**src/rtl/ysyx_22050019_axi_arbiter.sv**
```systemverilog
// ysyx_22050019_axi_arbiter: shares one AXI memory port between IFU reads and LSU reads/writes.
// Reads are round-robin arbitrated. An LSU read waits for any in-progress LSU write so it
// cannot overtake it, and a new write waits while an LSU read owns the read channel.
module ysyx_22050019_axi_arbiter #(
    parameter int AXI_ADDR_WIDTH = 64,
    parameter int AXI_DATA_WIDTH = 64
) (
    input  logic                        clk,
    input  logic                        rst,
    input  logic                        ifu_ar_valid,
    output logic                        ifu_ar_ready,
    input  logic [AXI_ADDR_WIDTH-1:0]   ifu_ar_addr,
    output logic                        ifu_r_valid,
    input  logic                        ifu_r_ready,
    output logic [AXI_DATA_WIDTH-1:0]   ifu_r_data,
    output logic [1:0]                  ifu_r_resp,
    input  logic                        lsu_ar_valid,
    output logic                        lsu_ar_ready,
    input  logic [AXI_ADDR_WIDTH-1:0]   lsu_ar_addr,
    output logic                        lsu_r_valid,
    input  logic                        lsu_r_ready,
    output logic [AXI_DATA_WIDTH-1:0]   lsu_r_data,
    output logic [1:0]                  lsu_r_resp,
    input  logic                        lsu_aw_valid,
    output logic                        lsu_aw_ready,
    input  logic [AXI_ADDR_WIDTH-1:0]   lsu_aw_addr,
    input  logic                        lsu_w_valid,
    output logic                        lsu_w_ready,
    input  logic [AXI_DATA_WIDTH-1:0]   lsu_w_data,
    input  logic [AXI_DATA_WIDTH/8-1:0] lsu_w_strb,
    output logic                        lsu_b_valid,
    input  logic                        lsu_b_ready,
    output logic [1:0]                  lsu_b_resp,
    output logic                        mem_ar_valid,
    input  logic                        mem_ar_ready,
    output logic [AXI_ADDR_WIDTH-1:0]   mem_ar_addr,
    input  logic                        mem_r_valid,
    output logic                        mem_r_ready,
    input  logic [AXI_DATA_WIDTH-1:0]   mem_r_data,
    input  logic [1:0]                  mem_r_resp,
    output logic                        mem_aw_valid,
    input  logic                        mem_aw_ready,
    output logic [AXI_ADDR_WIDTH-1:0]   mem_aw_addr,
    output logic                        mem_w_valid,
    input  logic                        mem_w_ready,
    output logic [AXI_DATA_WIDTH-1:0]   mem_w_data,
    output logic [AXI_DATA_WIDTH/8-1:0] mem_w_strb,
    input  logic                        mem_b_valid,
    output logic                        mem_b_ready,
    input  logic [1:0]                  mem_b_resp
);
    typedef enum logic [1:0] {R_IDLE, R_IFU, R_LSU} r_state_t;
    typedef enum logic [1:0] {W_IDLE, W_DATA, W_RESP} w_state_t;

    r_state_t r_state, r_next;
    w_state_t w_state, w_next;
    logic     last_lsu;
    logic     ifu_elig, lsu_elig, pick_lsu;
    logic     r_idle, to_ifu, to_lsu, aw_own, w_own, b_own;
    logic     ar_fire, r_fire, aw_fire, w_fire, b_fire;

    assign ifu_elig = ifu_ar_valid;
    assign lsu_elig = lsu_ar_valid && w_state == W_IDLE && !lsu_aw_valid;
    assign pick_lsu = lsu_elig && (!ifu_elig || !last_lsu);
    assign r_idle   = !rst && r_state == R_IDLE;
    assign to_ifu   = !rst && r_state == R_IFU;
    assign to_lsu   = !rst && r_state == R_LSU;
    assign aw_own   = !rst && w_state == W_IDLE && r_state != R_LSU;
    assign w_own    = !rst && w_state == W_DATA;
    assign b_own    = !rst && w_state == W_RESP;
    assign ar_fire  = mem_ar_valid && mem_ar_ready;
    assign r_fire   = mem_r_valid && mem_r_ready;
    assign aw_fire  = mem_aw_valid && mem_aw_ready;
    assign w_fire   = mem_w_valid && mem_w_ready;
    assign b_fire   = mem_b_valid && mem_b_ready;

    // state registers and round-robin history (last_lsu=0 means IFU was granted last)
    always_ff @(posedge clk) begin
        if (rst) begin
            r_state  <= R_IDLE;
            w_state  <= W_IDLE;
            last_lsu <= 1'b0;
        end else begin
            r_state  <= r_next;
            w_state  <= w_next;
            if (ar_fire) last_lsu <= pick_lsu;
        end
    end

    // next-state logic for both channel FSMs, advanced only by handshakes
    always_comb begin
        r_next = r_state == R_IDLE ? (ar_fire ? (pick_lsu ? R_LSU : R_IFU) : R_IDLE)
                                   : (r_fire ? R_IDLE : r_state);
        w_next = w_state == W_IDLE ? (aw_fire ? W_DATA : W_IDLE)
               : w_state == W_DATA ? (w_fire ? W_RESP : W_DATA)
                                   : (b_fire ? W_IDLE : W_RESP);
    end

    // channel routing: each channel only passes through in its owning state, zeros elsewhere
    always_comb begin
        mem_ar_valid = r_idle && (ifu_elig || lsu_elig);
        mem_ar_addr  = mem_ar_valid ? (pick_lsu ? lsu_ar_addr : ifu_ar_addr) : '0;
        ifu_ar_ready = r_idle && ifu_elig && !pick_lsu && mem_ar_ready;
        lsu_ar_ready = r_idle && pick_lsu && mem_ar_ready;
        ifu_r_valid  = to_ifu && mem_r_valid;
        ifu_r_data   = ifu_r_valid ? mem_r_data : '0;
        ifu_r_resp   = ifu_r_valid ? mem_r_resp : '0;
        lsu_r_valid  = to_lsu && mem_r_valid;
        lsu_r_data   = lsu_r_valid ? mem_r_data : '0;
        lsu_r_resp   = lsu_r_valid ? mem_r_resp : '0;
        mem_r_ready  = (to_ifu && ifu_r_ready) || (to_lsu && lsu_r_ready);
        mem_aw_valid = aw_own && lsu_aw_valid;
        mem_aw_addr  = mem_aw_valid ? lsu_aw_addr : '0;
        lsu_aw_ready = aw_own && mem_aw_ready;
        mem_w_valid  = w_own && lsu_w_valid;
        mem_w_data   = mem_w_valid ? lsu_w_data : '0;
        mem_w_strb   = mem_w_valid ? lsu_w_strb : '0;
        lsu_w_ready  = w_own && mem_w_ready;
        lsu_b_valid  = b_own && mem_b_valid;
        lsu_b_resp   = lsu_b_valid ? mem_b_resp : '0;
        mem_b_ready  = b_own && lsu_b_ready;
    end
endmodule

```
**config.mk**
```make
export PLATFORM = sky130hd
export DESIGN_NAME = ysyx_22050019_axi_arbiter
export DESIGN_NICKNAME = d
export VERILOG_FILES = /design/src/rtl/ysyx_22050019_axi_arbiter.sv
export SDC_FILE = /design/constraint.sdc
export NUM_CORES = 1
export LEC_CHECK = 0
export ABC_AREA = 1
export CAP_MARGIN = 10
export CORE_AREA = 2 2 267 269
export CTS_CLUSTER_SIZE = 40
export DETAILED_ROUTE_END_ITERATION = 16
export DIE_AREA = 0 0 269 271
export PLACE_DENSITY = 0.42
export SYNTH_ARGS = -nofsm -noshare
export SYNTH_HDL_FRONTEND = slang
export SYNTH_SLANG_ARGS = --single-unit
```
**constraint.sdc**
```tcl
create_clock -name clk -period 2.9 [get_ports clk]
set_clock_uncertainty 0.15 [all_clocks]
set_input_delay 0.435 -clock clk [delete_from_list [all_inputs] [get_ports clk]]
set_output_delay 0.435 -clock clk [all_outputs]
set_load 0.01 [all_outputs]
```
Word level (Yosys, flattened, before mapping)

Cells that the tools add are included.

Eq/ne operators: 5
Muxes and demuxes: 19
Reductions and logical operators: 42

Operators by type and width:

| kind                                           | count |
|---|---|
| 2-to-1 mux 64 bit                              | 6 |
| logical AND 1 bit                              | 31 |
| 2-to-1 mux 2 bit                               | 11 |
| 2-to-1 mux 8 bit                               | 1 |
| zero test 1 bit                                | 5 |
| == test 2 x 1 -> 1 bit (second input constant) | 2 |
| == test 2 bit (second input constant)          | 2 |
| zero test 2 bit                                | 2 |
| logical OR 1 bit                               | 3 |
| != test 2 bit (second input constant)          | 1 |
| nonzero test 2 bit                             | 1 |
| 2-to-1 mux 1 bit                               | 1 |

Register bits: 5

Logic depth before layout (Yosys ltp)

Word-level depth: 8
Mapped depth: 8
Mapped depth without buffers: 7

Worst setup path after synthesis

OpenSTA, ideal clock, no wires.

Path type: input -> output
Start: in rst
End: out mem_ar_addr[10]
Arrival: 1.347 ns
Required time: 2.315 ns
Slack: 0.968 ns
Cell stages on the path: 7
Buffers on the path: 2
Path through: buf_6 -> nor2_4 -> nand2_1 -> a21oi_2 -> inv_2 -> buf_6 -> a21oi_2

Longest elaborated chain between the ends: 4

Ends and longest elaborated chain:

| what              | RTL line | text |
|---|---|---|
| start, declared   | 9        | `input logic rst,` |
| zero test 1 bit   | 65       | `assign r_idle = !rst && r_state == R_IDLE;` |
| logical AND 1 bit | 65       |  |
| logical AND 1 bit | 101      | `mem_ar_valid = r_idle && (ifu_elig \|\| lsu_elig);` |
| via mem_ar_valid  | 34       | `output logic mem_ar_valid,` |
| 2-to-1 mux 64 bit | 102      | `mem_ar_addr = mem_ar_valid ? (pick_lsu ? lsu_ar_addr : ifu_ar_addr) : '0;` |
| end, declared     | 36       | `output logic [AXI_ADDR_WIDTH-1:0] mem_ar_addr,` |

The timed path passes the listed nets, and every way through them passes these cells.

Worst setup path in the final report

Start: in rst
End: out lsu_w_ready

Longest elaborated chain between the ends: 3

Ends and longest elaborated chain:

| what              | RTL line | text |
|---|---|---|
| zero test 1 bit   | 69       | `assign w_own = !rst && w_state == W_DATA;` |
| logical AND 1 bit | 69       |  |
| logical AND 1 bit | 118      | `lsu_w_ready = w_own && mem_w_ready;` |
| end, declared     | 28       | `output logic lsu_w_ready,` |

Every way passes these cells.

==> impl_metrics.py <==
metrics = {
    "setup_path": {
        "crit_path_start": "rst",
        "crit_fanout": 4,
        "worstPathRequired_ns": 2.32,
        "r2r_slack_ns": 1.20,
        "cpMaxStageDelayCell": "clkdlybuf4s50_1",
        "crit_type": "in -> out",
        "reg2reg_depth": 7,
        "path_buf_inv": 5,
        "path_cells": "clkdlybuf4s50_1, buf_4, buf_4, nor4_1, buf_4, clkdlybuf4s50_1",
        "path_delay_family": "buffers and inverters",
        "worstReg2RegStart": "r_state[0]$_SDFFE_PP0P_",
        "crit_top_cell": "buf_4",
        "start_kind": "input port",
        "end_kind": "primary output",
        "crit_end": "lsu_w_ready",
        "slowest_delay_ns": 0.56,
        "crit_cells": 6,
        "r2r_end": "w_state[0]$_SDFF_PP0_",
        "crit_arrival_ns": 2.22,
    },
    "yosys": {
        "synth.distinct_cells": 21,
        "yosys-top-cells-area": "nor2_1 (25%), inv_1 (22%), a21oi_2 (14%)",
        "ys_seq_elements": 5,
        "synth.avg_cell_area_um2": 4.73,
        "ys_seq_area_share_pct": 2.70,
        "synth_top_area_share_pct": 24.9,
        "synth-edff-count": 0,
        "yosys-top-cells-count": "nor2_1 (246), inv_1 (220), nand2_1 (141)",
        "synth_most_common_cell": "nor2_1",
        "synthArstFlopShare_pct": 0,
        "synthesis.area_um2": 3700,
        "yosys.area.top_type": "nor2_1",
        "syn_inst": 782,
        "yosysWarnings": 0,
        "ys.flop_type": "dfxtp_1",
        "syn_nets": 1128,
    },
    "die": {
        "dieArea_um2": 72900,
        "die_x_um": 269,
        "die_height_um": 271,
        "core_area_um2": 69800,
        "rows": 97,
        "pin_count": 692,
        "initial_utilization_pct": 5.30,
    },
    "route": {
        "drt_iter0_drc": 164,
        "ant_nets": 0,
        "vias": 7192,
        "dr.pass1.iters": 4,
        "routedWlPerCell_um": 14.9,
        "wirelength_mm": 36.1,
        "vias_per_cell": 2.97,
        "route.detailed.drc": 0,
    },
    "timing": {
        "fin_hold_ws_ns": 0.311,
        "fmax_ghz": 0.356,
        "timing.final.crit_period_ns": 2.81,
        "final-setup-viol-count": 0,
        "slew_viol_final": 0,
        "worstMarginPinSlew_ns": 0.396,
        "rsz0062_at_grt": "no",
        "period_share_pct": 96.7,
        "slew_headroom_pct": 73.5,
        "hold_viol": 0,
    },
    "power_and_ir_drop": {
        "powerDensity_nw_per_um2": 129,
        "power.total_mw": 1.60,
        "leakage_nw": 7.81,
        "peakVddDrop_mv": 0.149,
    },
    "clocking": {
        "path_clk_slew_ns": 0.03,
        "cts_sinks": 5,
        "root_buffer": "clkbuf_16",
        "worstSkewPairLatency_ns": 0.23,
        "cts_tree": "yes",
        "htree_levels": 1,
        "clockBufferDepth": 2,
        "cts-buffers-inserted": 3,
    },
    "outcome": {
        "outcome": "finished clean",
    },
    "global_route": {
        "grt_pass1_wl_mm": 47.2,
        "antenna_found_initial": 12,
        "grt_pass1_vias": 7207,
        "grt_overflow": 0,
        "grtUsageTotal_pct": 8.88,
        "grt_max_degree": 43,
    },
    "finish": {
        "drive_gt1_share_pct": 12.1,
        "stdcell_area_um2": 12400,
        "nNetsFinal": 1829,
        "areaGrowthSynthToFinish_pct": 234,
    },
    "worst_hold_path": {
        "hold_class": "reg -> reg",
        "min_delay_path_depth": 2,
    },
    "placement": {
        "gp_congestion": 0.914,
        "post_dp_cell_area_um2": 12100,
        "place_hpwl_mm": 31.8,
        "port_buffers": 691,
    },
    "job": {
        "cap_violations": 0,
    },
}
## worst reg2reg max path: stages (launching register included)
cell	delay [ns]
dfxtp_1	0.39
inv_2	0.07
nand2_2	0.11
nand3_2	0.11
nor2_4	0.21
buf_4	0.16
nand2_1	0.22
a21oi_1	0.22
## cells in the final DEF, fill, tap and decap left out, types with 2 or more instances in the layout
cell	instances
a21oi_1	7
a21oi_2	60
buf_12	21
buf_16	3
buf_4	34
buf_6	2
buf_8	2
clkbuf_16	4
clkdlybuf4s15_1	2
clkdlybuf4s50_1	408
dfxtp_1	5
diode_2	3
dlygate4sd2_1	171
dlymetal6s2s_1	100
inv_1	220
inv_2	2
inv_4	2
nand2_1	140
nand2_2	2
nand3_1	4
nand3_2	3
nor2_1	241
nor2_2	25
nor2_4	14
## worst min path at each step
stage / endpoint / startpoint / slack [ns]
2_1_floorplan: last_lsu$_SDFFE_PP0N_ / last_lsu$_SDFFE_PP0N_ / 0.29
3_5_place_dp: last_lsu$_SDFFE_PP0N_ / last_lsu$_SDFFE_PP0N_ / 0.30
6_report: last_lsu$_SDFFE_PP0N_ / last_lsu$_SDFFE_PP0N_ / 0.31
4_1_cts: last_lsu$_SDFFE_PP0N_ / last_lsu$_SDFFE_PP0N_ / 0.31
5_1_grt: last_lsu$_SDFFE_PP0N_ / last_lsu$_SDFFE_PP0N_ / 0.36
3_3_place_gp: last_lsu$_SDFFE_PP0N_ / last_lsu$_SDFFE_PP0N_ / 0.31
## what timing repair did
action / in CTS / in global routing
buffers inserted: 3 / 1
hold buffers: 0 / 0
pin swaps: 1 / 2
endpoints found under the setup margin: 251 / 127
gates resized for setup: 183 / 112
cloned: 2 / 1
## metrics by stage
| stage | instances | worst slack (ns) | util (%) | TNS, ns |
|---|---|---|---|---|
| detailed placement | 2411 | -0.320 | 17.3 | -27.63 |
| finish | 2425 | 0.0945 | 17.7 | 0 |
| global placement | 2411 | -0.357 | 17.3 | -27.91 |
| global route | 2422 | 0.00289 | 17.7 | 0 |
| floorplan | 782 | 0.968 | - | 0 |
| CTS | 2420 | -0.115 | 17.3 | -2.33 |
## area by class of cell
cell class,instances,area (um2)
clock buffers,4,78.8
fillers,7962,57400
repair buffers,745,7720
diodes,3,7.51
well taps,940,1180
flip-flops and latches,5,100
multi-input cells,503,2440
inverters,225,855
## registers in the layout, summed over array words and instances, names as in the netlist
name and cells:
r_state 2, w_state 2, last_lsu 1
## report_power, final
| group | leakage (nW) | internal, mW | switching (mW) | total, mW |
|---|---|---|---|---|
| registers | 0.0408 | 0.0732 | 0.00482 | 0.0781 |
| clock network | 0.0382 | 0.182 | 0.0430 | 0.225 |
| logic | 7.73 | 0.743 | 0.549 | 1.29 |
## metal layers
layer / share of wire, % / track usage (%) / vias up
met5: 0.16 / 0 / -
met4: 1.9 / 2.18 / 10
met3: 10 / 2.92 / 32
met2: 51 / 16.9 / 433
met1: 37 / 9.24 / 3151
li1: - / - / 3566
## cell families (layout without fill, tap and decap cells)
| group | count (synthesis) | count (layout) | share of synthesized area, % |
|---|---|---|---|
| compound gates | 69 | 69 | 15.5 |
| buf+inv | 274 | 974 | 32.6 |
| flops | 5 | 5 | 2.70 |
| other cells | 0 | 3 | 0 |
| simple gates | 434 | 434 | 49.2 |
Note: power is estimated with default switching activity, not from simulation.
